`src/rtl/pc_sequencer_pkg.sv`:
```
// Shared types for the PC sequencer: FSM states, indirect-flow kinds and width defaults.
// decode_kind() resolves the js > jmem > bmem priority for memory-indirect instructions.
package pc_sequencer_pkg;

    localparam int ADDR_W_DEF  = 32;
    localparam int TIMEOUT_DEF = 16;

    typedef enum logic [1:0] {
        ST_RUN    = 2'd0,
        ST_IND_RD = 2'd1,
        ST_IND_WR = 2'd2
    } state_e;

    typedef enum logic [1:0] {
        KIND_NONE = 2'd0,
        KIND_JS   = 2'd1,
        KIND_JMEM = 2'd2,
        KIND_BMEM = 2'd3
    } kind_e;

    function automatic kind_e decode_kind(logic js, logic jmem, logic bmem, logic cmp_eq);
        kind_e k;
        k = KIND_NONE;
        if (js)
            k = KIND_JS;
        else if (jmem)
            k = KIND_JMEM;
        else if (bmem && cmp_eq)
            k = KIND_BMEM;
        return k;
    endfunction

endpackage

```
`src/rtl/pc_sequencer_ind_timeout_ctr.sv`:
```
// Watchdog for one indirect memory access: cleared on entry, counts cycles without
// ready, and flags expiry in the TIMEOUT-th such cycle.
module ind_timeout_ctr #(
    parameter int TIMEOUT = 16,
    localparam int CW     = $clog2(TIMEOUT + 1)
) (
    input  logic clk,
    input  logic rst_n,
    input  logic clear_i,
    input  logic en_i,
    output logic expire_o
);

    logic [CW-1:0] cnt_q;
    logic [CW-1:0] cnt_d;

    always_comb begin
        cnt_d = cnt_q;
        if (clear_i)
            cnt_d = '0;
        else if (en_i)
            cnt_d = cnt_q + CW'(1);
    end

    always_ff @(posedge clk) begin
        if (!rst_n)
            cnt_q <= '0;
        else
            cnt_q <= cnt_d;
    end

    assign expire_o = en_i && !clear_i && (cnt_q == CW'(TIMEOUT - 1));

endmodule

```
`src/rtl/pc_sequencer.sv`:
```
// PC owner and next-PC logic for the extended MIPS core, including memory-indirect
// jmem/bmem/js flows over a req/ready data-memory port.
//
// Handshake: ind_req/ind_we/ind_addr/ind_wdata are registered and held stable while
// ind_req=1; an access completes in any cycle where ind_req=1 and ind_ready=1, and
// ind_req drops (or a js read turns into its write) on the following edge.
module pc_sequencer
    import pc_sequencer_pkg::*;
#(
    parameter int              ADDR_W   = ADDR_W_DEF,
    parameter logic [ADDR_W-1:0] RESET_PC = '0,
    parameter int              TIMEOUT  = TIMEOUT_DEF
) (
    input  logic              clk,
    input  logic              rst_n,
    input  logic              instr_valid,
    input  logic              branch,
    input  logic              zero,
    input  logic              jmem,
    input  logic              bmem,
    input  logic              cmp_eq,
    input  logic              js,
    input  logic [ADDR_W-1:0] imm_ext,
    input  logic [ADDR_W-1:0] ind_base,
    output logic              ind_req,
    output logic              ind_we,
    output logic [ADDR_W-1:0] ind_addr,
    output logic [ADDR_W-1:0] ind_wdata,
    input  logic [ADDR_W-1:0] ind_rdata,
    input  logic              ind_ready,
    output logic [ADDR_W-1:0] pc,
    output logic [ADDR_W-1:0] pc_plus4,
    output logic              stall,
    output logic              fault,
    output logic [1:0]        state_dbg
);

    state_e            state_q, state_d;
    kind_e             kind_q, kind_d;
    kind_e             new_kind;
    logic [ADDR_W-1:0] pc_q, pc_d;
    logic [ADDR_W-1:0] addr_q, addr_d;
    logic [ADDR_W-1:0] wdata_q, wdata_d;
    logic [ADDR_W-1:0] target_q, target_d;
    logic [ADDR_W-1:0] rdata_aligned;
    logic              fault_q, fault_d;
    logic              req_q, req_d;
    logic              we_q, we_d;
    logic              ctr_clr, ctr_en, ctr_expire;

    assign pc_plus4      = pc_q + ADDR_W'(4);
    assign new_kind      = decode_kind(js, jmem, bmem, cmp_eq);
    assign rdata_aligned = {ind_rdata[ADDR_W-1:2], 2'b00};

    ind_timeout_ctr #(.TIMEOUT(TIMEOUT)) u_timeout (
        .clk      (clk),
        .rst_n    (rst_n),
        .clear_i  (ctr_clr),
        .en_i     (ctr_en),
        .expire_o (ctr_expire)
    );

    always_comb begin
        state_d  = state_q;
        kind_d   = kind_q;
        pc_d     = pc_q;
        addr_d   = addr_q;
        wdata_d  = wdata_q;
        target_d = target_q;
        fault_d  = fault_q;
        req_d    = req_q;
        we_d     = we_q;
        stall    = 1'b0;
        ctr_clr  = 1'b0;
        ctr_en   = 1'b0;
        case (state_q)
            ST_RUN: begin
                ctr_clr = 1'b1;
                if (instr_valid) begin
                    if (new_kind != KIND_NONE) begin
                        kind_d  = new_kind;
                        addr_d  = ind_base;
                        wdata_d = pc_plus4;
                        req_d   = 1'b1;
                        we_d    = 1'b0;
                        stall   = 1'b1;
                        state_d = ST_IND_RD;
                    end else if (bmem) begin
                        pc_d = pc_plus4;
                    end else if (branch && zero) begin
                        pc_d = pc_plus4 + (imm_ext << 2);
                    end else begin
                        pc_d = pc_plus4;
                    end
                end
            end
            ST_IND_RD: begin
                stall  = 1'b1;
                ctr_en = !ind_ready;
                if (ind_ready) begin
                    if (ind_rdata[1:0] != 2'b00)
                        fault_d = 1'b1;
                    if (kind_q == KIND_JS) begin
                        target_d = rdata_aligned;
                        we_d     = 1'b1;
                        ctr_clr  = 1'b1;
                        state_d  = ST_IND_WR;
                    end else begin
                        pc_d    = rdata_aligned;
                        req_d   = 1'b0;
                        state_d = ST_RUN;
                    end
                end else if (ctr_expire) begin
                    // Abandon the access and fall through to the next sequential instruction.
                    fault_d = 1'b1;
                    req_d   = 1'b0;
                    we_d    = 1'b0;
                    pc_d    = wdata_q;
                    state_d = ST_RUN;
                end
            end
            ST_IND_WR: begin
                stall  = 1'b1;
                ctr_en = !ind_ready;
                if (ind_ready) begin
                    pc_d    = target_q;
                    req_d   = 1'b0;
                    we_d    = 1'b0;
                    state_d = ST_RUN;
                end else if (ctr_expire) begin
                    fault_d = 1'b1;
                    req_d   = 1'b0;
                    we_d    = 1'b0;
                    pc_d    = wdata_q;
                    state_d = ST_RUN;
                end
            end
            default: begin
                req_d   = 1'b0;
                we_d    = 1'b0;
                state_d = ST_RUN;
            end
        endcase
    end

    always_ff @(posedge clk) begin
        if (!rst_n) begin
            state_q  <= ST_RUN;
            kind_q   <= KIND_NONE;
            pc_q     <= RESET_PC;
            addr_q   <= '0;
            wdata_q  <= '0;
            target_q <= '0;
            fault_q  <= 1'b0;
            req_q    <= 1'b0;
            we_q     <= 1'b0;
        end else begin
            state_q  <= state_d;
            kind_q   <= kind_d;
            pc_q     <= pc_d;
            addr_q   <= addr_d;
            wdata_q  <= wdata_d;
            target_q <= target_d;
            fault_q  <= fault_d;
            req_q    <= req_d;
            we_q     <= we_d;
        end
    end

    assign pc        = pc_q;
    assign ind_req   = req_q;
    assign ind_we    = we_q;
    assign ind_addr  = addr_q;
    assign ind_wdata = wdata_q;
    assign fault     = fault_q;
    assign state_dbg = state_q;

endmodule

```
`config.mk`:
```
export PLATFORM = sky130hd
export DESIGN_NAME = pc_sequencer
export DESIGN_NICKNAME = d
export VERILOG_FILES = /design/src/rtl/pc_sequencer_pkg.sv /design/src/rtl/pc_sequencer_ind_timeout_ctr.sv /design/src/rtl/pc_sequencer.sv
export SDC_FILE = /design/constraint.sdc
export NUM_CORES = 1
export LEC_CHECK = 0
export CAP_MARGIN = 25
export CORE_UTILIZATION = 49
export CTS_BUF_LIST = sky130_fd_sc_hd__clkbuf_16
export DETAILED_ROUTE_END_ITERATION = 6
export PLACE_DENSITY = 0.86
export SYNTH_ARGS = -nofsm -noshare
export SYNTH_HDL_FRONTEND = slang
export SYNTH_SLANG_ARGS = --single-unit
```
`constraint.sdc`:
```
create_clock -name clk -period 4.3 [get_ports clk]
set_input_delay 0.645 -clock clk [delete_from_list [all_inputs] [get_ports clk]]
set_output_delay 0.645 -clock clk [all_outputs]
set_load 0.03 [all_outputs]
```
# Yosys cells after proc, flatten, opt, wreduce, memory -nomap -nowiden

Index checks and enable logic that the tools add are counted.

Flip-flop bits (word level): 138
Input bits: 106
Output and inout port bits: 134
Logic and storage cells: 90

Add/subtract/negate cells: 3
Equality and inequality tests: 11
Muxes and demuxes: 45
Bitwise operators: 1
Reduce and logical (&&, ||, !) cells: 20

Operators with widths:

| kind                    | count |
|---|---|
| $mux W32                | 8 |
| $pmux W32 S3            | 1 |
| $add A32 B3 Y32 const B | 1 |
| $add A32 B32 Y32        | 1 |
| $mux W1                 | 21 |
| $mux W2                 | 9 |
| $reduce_and A3 Y1       | 5 |
| $ne A3 B3 Y1 const B    | 3 |
| $ne A2 B2 Y1 const B    | 4 |
| $pmux W1 S2             | 3 |
| $pmux W1 S3             | 2 |
| $pmux W2 S3             | 1 |
| $reduce_bool A2 Y1      | 3 |
| $add A5 B1 Y5 const B   | 1 |
| $eq A5 B4 Y1 const B    | 1 |
| $eq A2 B1 Y1 const B    | 2 |
| $logic_and A1 B1 Y1     | 4 |
| $reduce_and A4 Y1       | 1 |
| $reduce_or A2 Y1        | 2 |
| $reduce_bool A3 Y1      | 1 |
| $eq A2 B2 Y1 const B    | 1 |
| $logic_not A1 Y1        | 2 |
| $logic_not A2 Y1        | 1 |
| $reduce_and A2 Y1       | 1 |
| $not A1 Y1              | 1 |

# Depth between registers and ports, before layout

Word-level depth: 10
Depth in mapped cells: 16
Mapped depth without buffers: 16

# Modules after synthesis

Synthesis repeated with hierarchy kept, for this count alone.

Cells, all modules: 1117
Area, all modules: 8424.3 um2

Modules (own cells, without submodules):

| module          | times used | cells each | area an instance (um2) | sequential area each (um2) |
|---|---|---|---|---|
| pc_sequencer    | 1          | 1092       | 8176.6                 | 2662.6 |
| ind_timeout_ctr | 1          | 25         | 247.7                  | 100.1 |

# Worst setup path after synthesis

No wires, ideal clock.

Path type: register to register
From: register pc_q[3] (netlist: pc[3])
To: register pc_q[27] (netlist: pc[27])
Library setup time: 117 ps
Data arrival time: 4022 ps
Required time: 4183 ps
Slack: 161 ps
Cell stages (with the launch flop): 16
Path buffers: 1
Period minus slack after synthesis: 4139 ps
Path through: dfxtp_1 ha_1 nand3_1 nor4_4 nand3_1 xnor2_1 ha_1 clkbuf_1 nand4_1 o211ai_1 a21oi_1 and3_1 a21oi_1 xor2_1 a211o_1 a32o_1

Word-level cells in the longest chain between the ends: 7

RTL lines:

| element                | RTL line            | text |
|---|---|---|
| start, declared        | pc_sequencer.sv:41  | `logic [ADDR_W-1:0] pc_q, pc_d;` |
| start signal, assigned | pc_sequencer.sv:160 | `pc_q <= pc_d;` |
| $add A32 B3 Y32        | pc_sequencer.sv:51  | `assign pc_plus4 = pc_q + ADDR_W'(4);` |
| named net pc_plus4[20] | pc_sequencer.sv:32  | `output logic [ADDR_W-1:0] pc_plus4,` |
| $add A32 B32 Y32       | pc_sequencer.sv:91  | `pc_d = pc_plus4 + (imm_ext << 2);` |
| $mux W32               | pc_sequencer.sv:90  | `end else if (branch && zero) begin` |
| $mux W32               | pc_sequencer.sv:88  | `end else if (bmem) begin` |
| $mux W32               | pc_sequencer.sv:80  | `if (new_kind != KIND_NONE) begin` |
| $mux W32               | pc_sequencer.sv:79  | `if (instr_valid) begin` |
| $pmux W32 S3           | pc_sequencer.sv:76  | `case (state_q)` |

The timed path passes the listed nets, and every way through them passes these cells. The select of a mux whose other input is x is not followed.
A chain may end at the register's enable or synchronous reset.

# Final worst setup path

From: register pc_q[4] (netlist: pc[4])
To: register pc_q[27] (netlist: pc[27])

Word-level cells in the longest chain between the ends: 7

RTL lines:

| element           | RTL line |
|---|---|
| $add A32 B3 Y32 * | pc_sequencer.sv:51 |
| $add A32 B32 Y32  | pc_sequencer.sv:91 |
| $mux W32          | pc_sequencer.sv:90 |
| $mux W32 *        | pc_sequencer.sv:88 |
| $mux W32 *        | pc_sequencer.sv:80 |
| $mux W32 *        | pc_sequencer.sv:79 |
| $pmux W32 S3 *    | pc_sequencer.sv:76 |

Mark *: on every way between the ends. The rest lies on a longest branch, timed or not. The select of a mux whose other input is x is not followed.

==> key figures <==
Run status
  • Outcome: finished clean

Setup path
  • Crit Path Max Fanout: 8
  • Worst Setup SP: pc[4]
  • R2R Path Start: pc[4]
  • WP data arrival: 4390 ps
  • Critical path class: register to register
  • Req. time, crit path: 4620 ps
  • Startpoint types: register
  • Worst setup EP type: register
  • Worst R2R Path Depth: 15

Synth
  • Most frequent cell after synthesis: nand2_1
  • Synth top area cells: dfxtp_1 32%, nand2_1 9.4%, ha_1 5.7%
  • Post-synth top area cell: dfxtp_1
  • Synth cell types: 74
  • Syn Inst Count: 1138
  • Mean post-synth cell area: 7.66 µm²
  • Main synth FF type: dfxtp_1
  • EDFF count, synth: 0
  • Synth top area share: between 30% and 40%
  • Synth cell count leaders: 219 x nand2_1, 138 x dfxtp_1, 90 x a21oi_1
  • Synthesized area: 8720 µm²
  • Syn Nets: 1285
  • Asr flop ratio synth: 0%
  • Yosys reg bits: between 100 and 150
  • Syn. warnings: 0
  • Register area share after synthesis: 31.7%

Placed design
  • Port bufs: about 240
  • GP Congestion: between 0.9 and 1
  • Worst slack, placed: 352 ps
  • Detailed Place HPWL: 21900 µm
  • Inst Count DP: about 1600

Global route
  • First-pass GRT wire length: 46900 µm
  • Initial antenna violation count: 0
  • Total Routing Usage GR: about a third
  • Vias in the first global route: 8761
  • GRT overflow: 0
  • Largest net degree at the start of global routing: 99

Timing
  • Measured slew at the worst slew-check pin: 970 ps
  • RSZ-0062 raised after global routing: no
  • Setup TNS: 0 ps
  • Post-layout min period: 4070 ps
  • Worst clock skew: 8.63 ps
  • Crit share post-route: 94.7%
  • Slew headroom: 35.3%
  • # setup viols final: 0
  • Max-slew violations: 0
  • Final-report hold violation count: 0
  • FMAX: 246 MHz
  • Final worst slack: 228 ps

Min path
  • Hold path depth: 2
  • Hold Path Class: register to register
  • Hold Path Origin: ind_addr[4]

Clock tree
  • TritonCTS Buffers: 17
  • Post-CTS setup buffer count: 0
  • Clock root buffer: clkbuf_16
  • CTS H-tree lvls: 4
  • Clk_lat worst skew: 420 ps
  • TritonCTS clock tree: done
  • Post-CTS Resized: 0
  • Clk sinks: 138
  • Worst-path clk slew: about 60 ps
  • Deepest clock path buffer count: 2
  • # hold bufs at CTS: 0

Detailed routing
  • Antenna-violating nets left: 0
  • DRT Wirelength: 30400 µm
  • Post-route DRC violation count: 0
  • DRT iter0 DRCs: 1090
  • WL per Instance: 19.1 µm
  • Initial DRT Pass Iterations: 6
  • Vias/cell: 6.04
  • Vias: roughly 9600

Die
  • Initial Utilization: ~50%
  • Die Wd: 135 µm
  • Core area: 17400 µm²
  • Floorplan row count: 48
  • Die H: ~140 µm
  • I/O pin total: 240
  • Die area: 18300 µm²

Cells and area
  • Final layout net count: 1499
  • Fillers: 1448
  • Share of cells above drive strength 1: 5.93%
  • N_diodes: 0
  • Synthesis-to-layout area growth: 36.8%
  • Final core utilization: 68.7%
  • Fin cells: 1590

Job
  • Max cap viols: 0

Power
  • Static Leak: 4.77 nW
  • PD cells: 411 nW/µm²
  • Maximum vdd drop: a little under 300 µV
-- cells in the final DEF, fill, tap and decap left out, types with 32 or more instances in the layout --
master           instances
a21boi_0                39
a21oi_1                 90
buf_4                   37
clkdlybuf4s50_1        236
dfxtp_1                138
ha_1                    40
inv_1                   32
nand2_1                219
nor2_1                  84
o21ai_0                 50
-- cell families after synthesis --
logic type / share of synthesized area (%)
and+or+nand+nor: 23.5
AOI/OAI and AO/OA: 26.6
DFF: 31.7
buffers and inverters: 4.95
xor gates and xnor gates: 5.11
adders and majority gates: 5.97
muxes: 2.24
-- state kept, by name, summed over array words and instances (netlist names) --
name and count:
ind_we 1, u_timeout.cnt_q 5, fault 1, pc 32, kind_q 2, ind_addr 32
state_dbg 2, ind_wdata 32, target_q 30, ind_req 1
-- power breakdown --
part / internal [W] / switching, W
Combinational: 0.000762 / 0.00112
Clock: 0.000950 / 0.000555
Sequential: 0.00139 / 0.000131
-- metal layers --
layer	wire length [µm]	global-route usage, %	up-vias
li1	-	-	4488
met1	12300	42.4	4532
met2	14500	53.8	512
met3	2720	6.55	69
met4	836	12.5	0
met5	0	0	-
-- worst paths after layout --
check	to	slack, ps
max	pc[27]	230
min	ind_addr[4]	450
max reg2reg	pc[27]	230
min reg2reg	ind_addr[4]	450
-- per-stage QoR --
stage               instance area, µm²  power (W)  hold slack [ps]
global route                     11900    0.00511              471
finish                           11900    0.00490              452
floorplan                         8720    0.00266              436
detailed placement               11300    0.00338              447
CTS                              11900    0.00488              455
global placement                 11300    0.00336              441
-- layout make-up --
class / count / area (µm²) / area share, %
multi-input combinational: 892 / 5540 / 46.4
inverter: 29 / 109 / 0.913
clock buffer: 17 / 425 / 3.57
timing repair buffer: 274 / 2650 / 22.2
tap: 225 / 282 / 2.36
clock inverter: 15 / 166 / 1.40
sequential: 138 / 2760 / 23.2
-- worst max-delay path, cell delays in order, from the launching register on --
cell	delay (ps)
dfxtp_1	540
nand4_4	240
nor4_4	540
nand2_1	130
xor2_1	290
inv_1	140
ha_1	400
a21o_1	220
o21bai_1	180
a21oi_1	190
buf_4	160
and3_1	150
a21oi_1	90
xor2_1	200
a211o_1	300
a32o_1	210
Note: power is estimated with default switching activity, not from simulation.
